===== config.mk =====
export PLATFORM = sky130hd
export DESIGN_NAME = backlight_fader
export DESIGN_NICKNAME = d
export VERILOG_FILES = /design/src/rtl/backlight_pkg.sv /design/src/rtl/backlight_fader_ms_prescaler.sv /design/src/rtl/backlight_fader.sv
export SDC_FILE = /design/constraint.sdc
export NUM_CORES = 1
export LEC_CHECK = 0
export ABC_AREA = 0
export BUFFER_PORTS_ARGS = -buffer_cell sky130_fd_sc_hd__buf_2
export CORE_UTILIZATION = 45
export DETAILED_ROUTE_END_ITERATION = 16
export PLACE_DENSITY = 0.67
export SYNTH_ARGS = -nofsm -noshare
export SYNTH_HDL_FRONTEND = slang
export SYNTH_SLANG_ARGS = --single-unit

===== constraint.sdc =====
create_clock -name clk27 -period 4.3 [get_ports clk27]
set_clock_uncertainty 0.15 [all_clocks]
set_input_delay 0 -clock clk27 [delete_from_list [all_inputs] [get_ports clk27]]
set_output_delay 0 -clock clk27 [all_outputs]
set_load 0.05 [all_outputs]

===== src/rtl/backlight_pkg.sv =====
// Shared types and constants for the backlight fader.
// State encoding, default timeouts and bl_time select codes.
package backlight_pkg;

    typedef enum logic [1:0] {
        ST_ON   = 2'd0,
        ST_FADE = 2'd1,
        ST_DARK = 2'd2
    } bl_state_t;

    localparam int T1_MS_DEF = 3000;
    localparam int T2_MS_DEF = 10000;
    localparam int T3_MS_DEF = 30000;

    localparam logic [1:0] BL_NEVER = 2'b00;
    localparam logic [1:0] BL_T1    = 2'b01;
    localparam logic [1:0] BL_T2    = 2'b10;
    localparam logic [1:0] BL_T3    = 2'b11;

endpackage


===== src/rtl/backlight_fader_ms_prescaler.sv =====
// Millisecond prescaler: divides clk27 down to a one-cycle ms_tick.
// sync_clr restarts the millisecond so the next tick is a full ms away.
module ms_prescaler #(
    parameter int CLK_PER_MS = 27000
) (
    input  logic clk27,
    input  logic po_reset_n,
    input  logic sync_clr,
    output logic ms_tick
);

    localparam int CW = (CLK_PER_MS > 1) ? $clog2(CLK_PER_MS) : 1;
    localparam logic [CW-1:0] LAST = CW'(CLK_PER_MS - 1);

    logic [CW-1:0] cnt;

    assign ms_tick = (cnt == LAST);

    always_ff @(posedge clk27 or negedge po_reset_n) begin
        if (!po_reset_n) begin
            cnt <= '0;
        end else if (sync_clr || ms_tick) begin
            cnt <= '0;
        end else begin
            cnt <= cnt + CW'(1);
        end
    end

endmodule


===== src/rtl/backlight_fader.sv =====
// Backlight inactivity timer with a PWM fade-down ramp on timeout.
// Activity from toggle inputs or a sync strobe restores full brightness.
module backlight_fader
    import backlight_pkg::*;
#(
    parameter int NUM_EVT      = 4,
    parameter int CLK_PER_MS   = 27000,
    parameter int MS_W         = 15,
    parameter int PWM_W        = 8,
    parameter int T1_MS        = T1_MS_DEF,
    parameter int T2_MS        = T2_MS_DEF,
    parameter int T3_MS        = T3_MS_DEF,
    parameter int FADE_STEP_MS = 4
) (
    input  logic               clk27,
    input  logic               po_reset_n,
    input  logic [NUM_EVT-1:0] evt_toggle,
    input  logic               evt_pulse,
    input  logic               enable,
    input  logic               force_on,
    input  logic [1:0]         bl_time,
    input  logic [PWM_W-1:0]   bright_level,
    output logic               bl_out,
    output logic               timed_out,
    output logic [MS_W-1:0]    ms_elapsed
);

    localparam int FW = (FADE_STEP_MS > 1) ? $clog2(FADE_STEP_MS) : 1;
    localparam logic [FW-1:0]    FADE_LAST = FW'(FADE_STEP_MS - 1);
    localparam logic [MS_W-1:0]  MS_MAX    = {MS_W{1'b1}};
    localparam logic [PWM_W-1:0] PWM_LAST  = PWM_W'((1 << PWM_W) - 2);

    logic [NUM_EVT-1:0] tog_s1;
    logic [NUM_EVT-1:0] tog_s2;
    logic [NUM_EVT-1:0] tog_prev;
    logic               evt_hit;
    logic               evt;
    logic               ms_tick;
    logic [MS_W-1:0]    lim;
    logic               expired;
    logic               wake;

    bl_state_t          state_q;
    bl_state_t          state_d;
    logic [PWM_W-1:0]   duty_cur;
    logic [PWM_W-1:0]   duty_d;
    logic [FW-1:0]      fade_ctr;
    logic [FW-1:0]      fade_d;
    logic [PWM_W-1:0]   pwm_cnt;

    always_ff @(posedge clk27 or negedge po_reset_n) begin
        if (!po_reset_n) begin
            tog_s1   <= '0;
            tog_s2   <= '0;
            tog_prev <= '0;
        end else begin
            tog_s1   <= evt_toggle;
            tog_s2   <= tog_s1;
            tog_prev <= tog_s2;
        end
    end

    assign evt_hit = |(tog_s2 ^ tog_prev);
    assign evt     = evt_hit | evt_pulse;

    ms_prescaler #(
        .CLK_PER_MS (CLK_PER_MS)
    ) u_presc (
        .clk27      (clk27),
        .po_reset_n (po_reset_n),
        .sync_clr   (evt),
        .ms_tick    (ms_tick)
    );

    // An event in the same cycle as a tick wins and clears the count.
    always_ff @(posedge clk27 or negedge po_reset_n) begin
        if (!po_reset_n) begin
            ms_elapsed <= '0;
        end else if (evt) begin
            ms_elapsed <= '0;
        end else if (ms_tick && (ms_elapsed != MS_MAX)) begin
            ms_elapsed <= ms_elapsed + MS_W'(1);
        end
    end

    always_comb begin
        lim = '0;
        unique case (bl_time)
            BL_NEVER: lim = '0;
            BL_T1:    lim = MS_W'(T1_MS);
            BL_T2:    lim = MS_W'(T2_MS);
            BL_T3:    lim = MS_W'(T3_MS);
        endcase
    end

    assign expired = (bl_time != BL_NEVER) && (ms_elapsed >= lim);
    assign wake    = evt | force_on | (bl_time == BL_NEVER) | !expired;

    always_comb begin
        state_d = state_q;
        duty_d  = duty_cur;
        fade_d  = fade_ctr;
        unique case (state_q)
            ST_ON: begin
                duty_d = bright_level;
                if (expired && !force_on && !evt) begin
                    state_d = ST_FADE;
                    fade_d  = '0;
                end
            end
            ST_FADE: begin
                if (wake) begin
                    state_d = ST_ON;
                    duty_d  = bright_level;
                end else if (duty_cur == '0) begin
                    state_d = ST_DARK;
                end else if (bright_level < duty_cur) begin
                    duty_d = bright_level;
                end else if (ms_tick) begin
                    if (fade_ctr == FADE_LAST) begin
                        fade_d = '0;
                        duty_d = duty_cur - PWM_W'(1);
                    end else begin
                        fade_d = fade_ctr + FW'(1);
                    end
                end
            end
            ST_DARK: begin
                duty_d = '0;
                if (wake) begin
                    state_d = ST_ON;
                    duty_d  = bright_level;
                end
            end
            default: begin
                state_d = ST_ON;
                duty_d  = bright_level;
            end
        endcase
    end

    always_ff @(posedge clk27 or negedge po_reset_n) begin
        if (!po_reset_n) begin
            state_q   <= ST_ON;
            duty_cur  <= '0;
            fade_ctr  <= '0;
            timed_out <= 1'b0;
        end else begin
            state_q   <= state_d;
            duty_cur  <= duty_d;
            fade_ctr  <= fade_d;
            timed_out <= (state_d != ST_ON);
        end
    end

    // Period is 2^PWM_W-1 so full-scale duty yields a constant high.
    always_ff @(posedge clk27 or negedge po_reset_n) begin
        if (!po_reset_n) begin
            pwm_cnt <= '0;
            bl_out  <= 1'b0;
        end else begin
            pwm_cnt <= (pwm_cnt == PWM_LAST) ? '0 : pwm_cnt + PWM_W'(1);
            bl_out  <= enable && (duty_cur > pwm_cnt);
        end
    end

endmodule


==> results.ini <==
[synth]
synth_simple_gate_area_share_pct=21.7
synth_flop_cell=dfrtp_1
syn_area_sq_mm=0.00390
synthAdderAreaFrac_pct=13.1
ys_ff_latch=64
synth_nets=469
synthMuxAreaShare_pct=0.513
synth_edf_count=0
ys_seq_area_share_pct=41.0
synth_xor_area_share_pct=7.63
synth_compound_area_share_pct=11.8
synth_top_cells_by_area=dfrtp_1 (41%), ha_1 (13%), nor2_1 (5.0%)
syn_avg_cell_area_sq_um=9.55
yosys_warnings=0
synth_top_family_by_area=simple AND/OR/NAND/NOR gates
yosysTopAreaCellShare_pct=41.0
synthCells=409
ys_async_sr_fraction_pct=100
yosys.area.top_type=dfrtp_1
ys_types=53

[detailed_routing]
vias_per_cell=5.42
firstDrtPassIters=4
antenna_left=0
routed_wl_microns=7980
vias=3103
drc=0
wl_per_cell_microns=13.9
dr.first_iter.drc_count=157

[worst_setup_path]
reg2reg_depth=9
worstPathArrival_ns=2.98
worstSetupEndpointType=flop
timing.rr.start=duty_cur[3]$_DFFE_PN0P_
reg2reg_setup_slack_ns=1.44
path_max_fanout=8
cp-start-kind=flop
r2r_end=duty_cur[6]$_DFFE_PN0P_
crit_type=reg -> reg
crit_required_ns=4.43

[clock_network]
cts_hold_buf=14
clk_pin_slew_ns=0.08
root_buffer=clkbuf_8
cts-resized-gates=0
cts_tree=done
h-tree-depth=3
clock_latency_ns=0.34
clk_path_buf_depth=2
cts_buffers=9
cts.sinks=64
post_cts_buffers=0

[timing]
hold_viol=0
whs_ns=0.154
final.min_clock_period_ns=2.86
finalSetupTns_ns=0
setup-violations-final=0
fmax_mhz=350
tightestPinTransition_ns=0.808
layout_setup_ws_ns=1.44
period_share_pct=66.4
slew_headroom_pct=46.1
finalMaxSlewViolations=0
rsz0062_at_grt=false

[floorplan]
start_util_pct=47.1
die_area_sq_mm=0.00905
die_w_microns=95.2
die_y_microns=95.2
rows=33
core_sq_mm=0.00830
io_pins=36

[worst_hold_path]
worstHoldPathCells=2
hold-path-endpoint=tog_s1[1]$_DFF_PN0_
hp-start=evt_toggle[1]
worstHoldPathType=in -> reg

[grt]
grt_max_degree=65
overflow=0
grt_pass1_wl_microns=13800
grt_pass1_vias=2965
grtUsageTotal_pct=19.6
antenna_found_initial=0

[layout]
final_nets=523
syn2layout_area_growth_pct=17.3
stdcell_area_sq_mm=0.00458
n_antenna_cell=0
drive_gt1_share_pct=13.7

[power]
p_int_w=0.00106
p_leak_nw=2.12
switchingPower_w=0.000347
clock_power_share_pct=46.5
seqPwrFrac_pct=44.6
combPwrFrac_pct=8.8
sw_frac_of_total_pct=24.7
peakVddDrop_uv=133
p_per_area_mw_per_mm2=307

[placed_design]
detailedPlace.worstSlack_ns=1.28
placed_cell_area_sq_mm=0.00419
io_buffers=35
gp_congestion=0.797
dpl.hpwl_microns=5730

[job]
maxCapViolations=0

[outcome]
status=finished clean

## power by group through the flow
stage          Sequential [W]  Clock [W]  Combinational (W)
3_5_place_dp         0.000640          0           0.000116
5_1_grt              0.000631   0.000696           0.000143
6_report             0.000628   0.000655           0.000124
3_3_place_gp         0.000640          0           0.000112
2_1_floorplan        0.000641          0          0.0000696
4_1_cts              0.000628   0.000672           0.000126
## synthesized netlist by cell type, types with 7 or more instances
cell and count:
a21oi_1 13, nand4_1 17, xor2_1 18, clkbuf_1 8, a21o_1 11, ha_1 41, nand2_1 27, dfrtp_1 64
nand3_1 21, nor2_1 52, o21ai_0 8, inv_1 33, nor4_1 7, xnor2_1 16
## layer usage
| metal | track usage, % | routed length, microns | share of wire, % | vias to the layer above |
|---|---|---|---|---|
| li1 | - | - | - | 1552 |
| met1 | 27.6 | 3960 | 50 | 1507 |
| met2 | 30.0 | 3750 | 47 | 40 |
| met3 | 3.91 | 207 | 2.6 | 4 |
| met4 | 6.69 | 55 | 0.69 | 0 |
| met5 | 0 | 0 | 0 | - |
## per-stage QoR
stage               cells  total power [W]  util, %
finish                573          0.00141     55.2
global route          573          0.00147     55.2
CTS                   573          0.00143     55.2
detailed placement    543         0.000757     50.5
global placement      543         0.000752     50.5
floorplan             409         0.000711        -
## cell families after synthesis
kind of cell / Yosys count
simple gates: 164
buf+inv: 42
compound gates: 62
mux: 2
fa+ha+maj: 41
xor+xnor: 34
flops: 64
## layout by cell type (no fill, tap or decap), types with 4 or more instances in the layout
cell / n
dfrtp_1: 64
nor2_1: 52
ha_1: 41
buf_2: 35
inv_1: 33
nand2_1: 27
nand3_1: 21
xor2_1: 18
nand4_1: 17
xnor2_1: 16
dlygate4sd3_1: 14
a21oi_1: 13
a21o_1: 11
clkbuf_8: 9
o21ai_0: 8
nor4_1: 7
nand2b_1: 6
o311ai_0: 6
and3_1: 5
or3_1: 4
nor3_1: 4
and2_1: 4
## registers in the layout, summed over array words and instances (netlist names)
register and cells:
bl_out 1, tog_s1 4, tog_prev 4, fade_ctr 2, duty_cur 8, pwm_cnt 8
tog_s2 4, timed_out 1, state_q 2, ms_elapsed 15, u_presc.cnt 15
## worst max-delay path, cell delays in order, from the launching register on
cell      delay, ns
dfrtp_1        0.46
inv_1          0.07
ha_1           0.27
o21a_1         0.12
a21oi_1        0.09
o31a_2         0.41
a2111o_1       0.52
or4_1          0.43
o221ai_1       0.18
a21o_1         0.10
## area by class of cell
cell class	count	area [sq um]
clock inverter	7	125
sequential	64	1600
fill	763	3720
clock buffer	9	124
tap	105	131
inverter	33	124
multi-input combinational	303	2140
timing repair buffer	52	338
## how the worst max path moves through the flow
stage | start | end | slack, ns | depth (start not counted)
after floorplan | ms_elapsed[12]$_DFFE_PN0P_ | duty_cur[5]$_DFFE_PN0P_ | 1.34 | 8
after global placement | bl_time[0] | duty_cur[6]$_DFFE_PN0P_ | 1.37 | 12
after detailed placement | bl_time[0] | duty_cur[6]$_DFFE_PN0P_ | 1.28 | 12
after CTS | duty_cur[3]$_DFFE_PN0P_ | duty_cur[6]$_DFFE_PN0P_ | 1.44 | 9
after global routing | duty_cur[1]$_DFFE_PN0P_ | duty_cur[2]$_DFFE_PN0P_ | 1.30 | 9
final | duty_cur[3]$_DFFE_PN0P_ | duty_cur[6]$_DFFE_PN0P_ | 1.44 | 9
(Power assumes the default switching activity.)
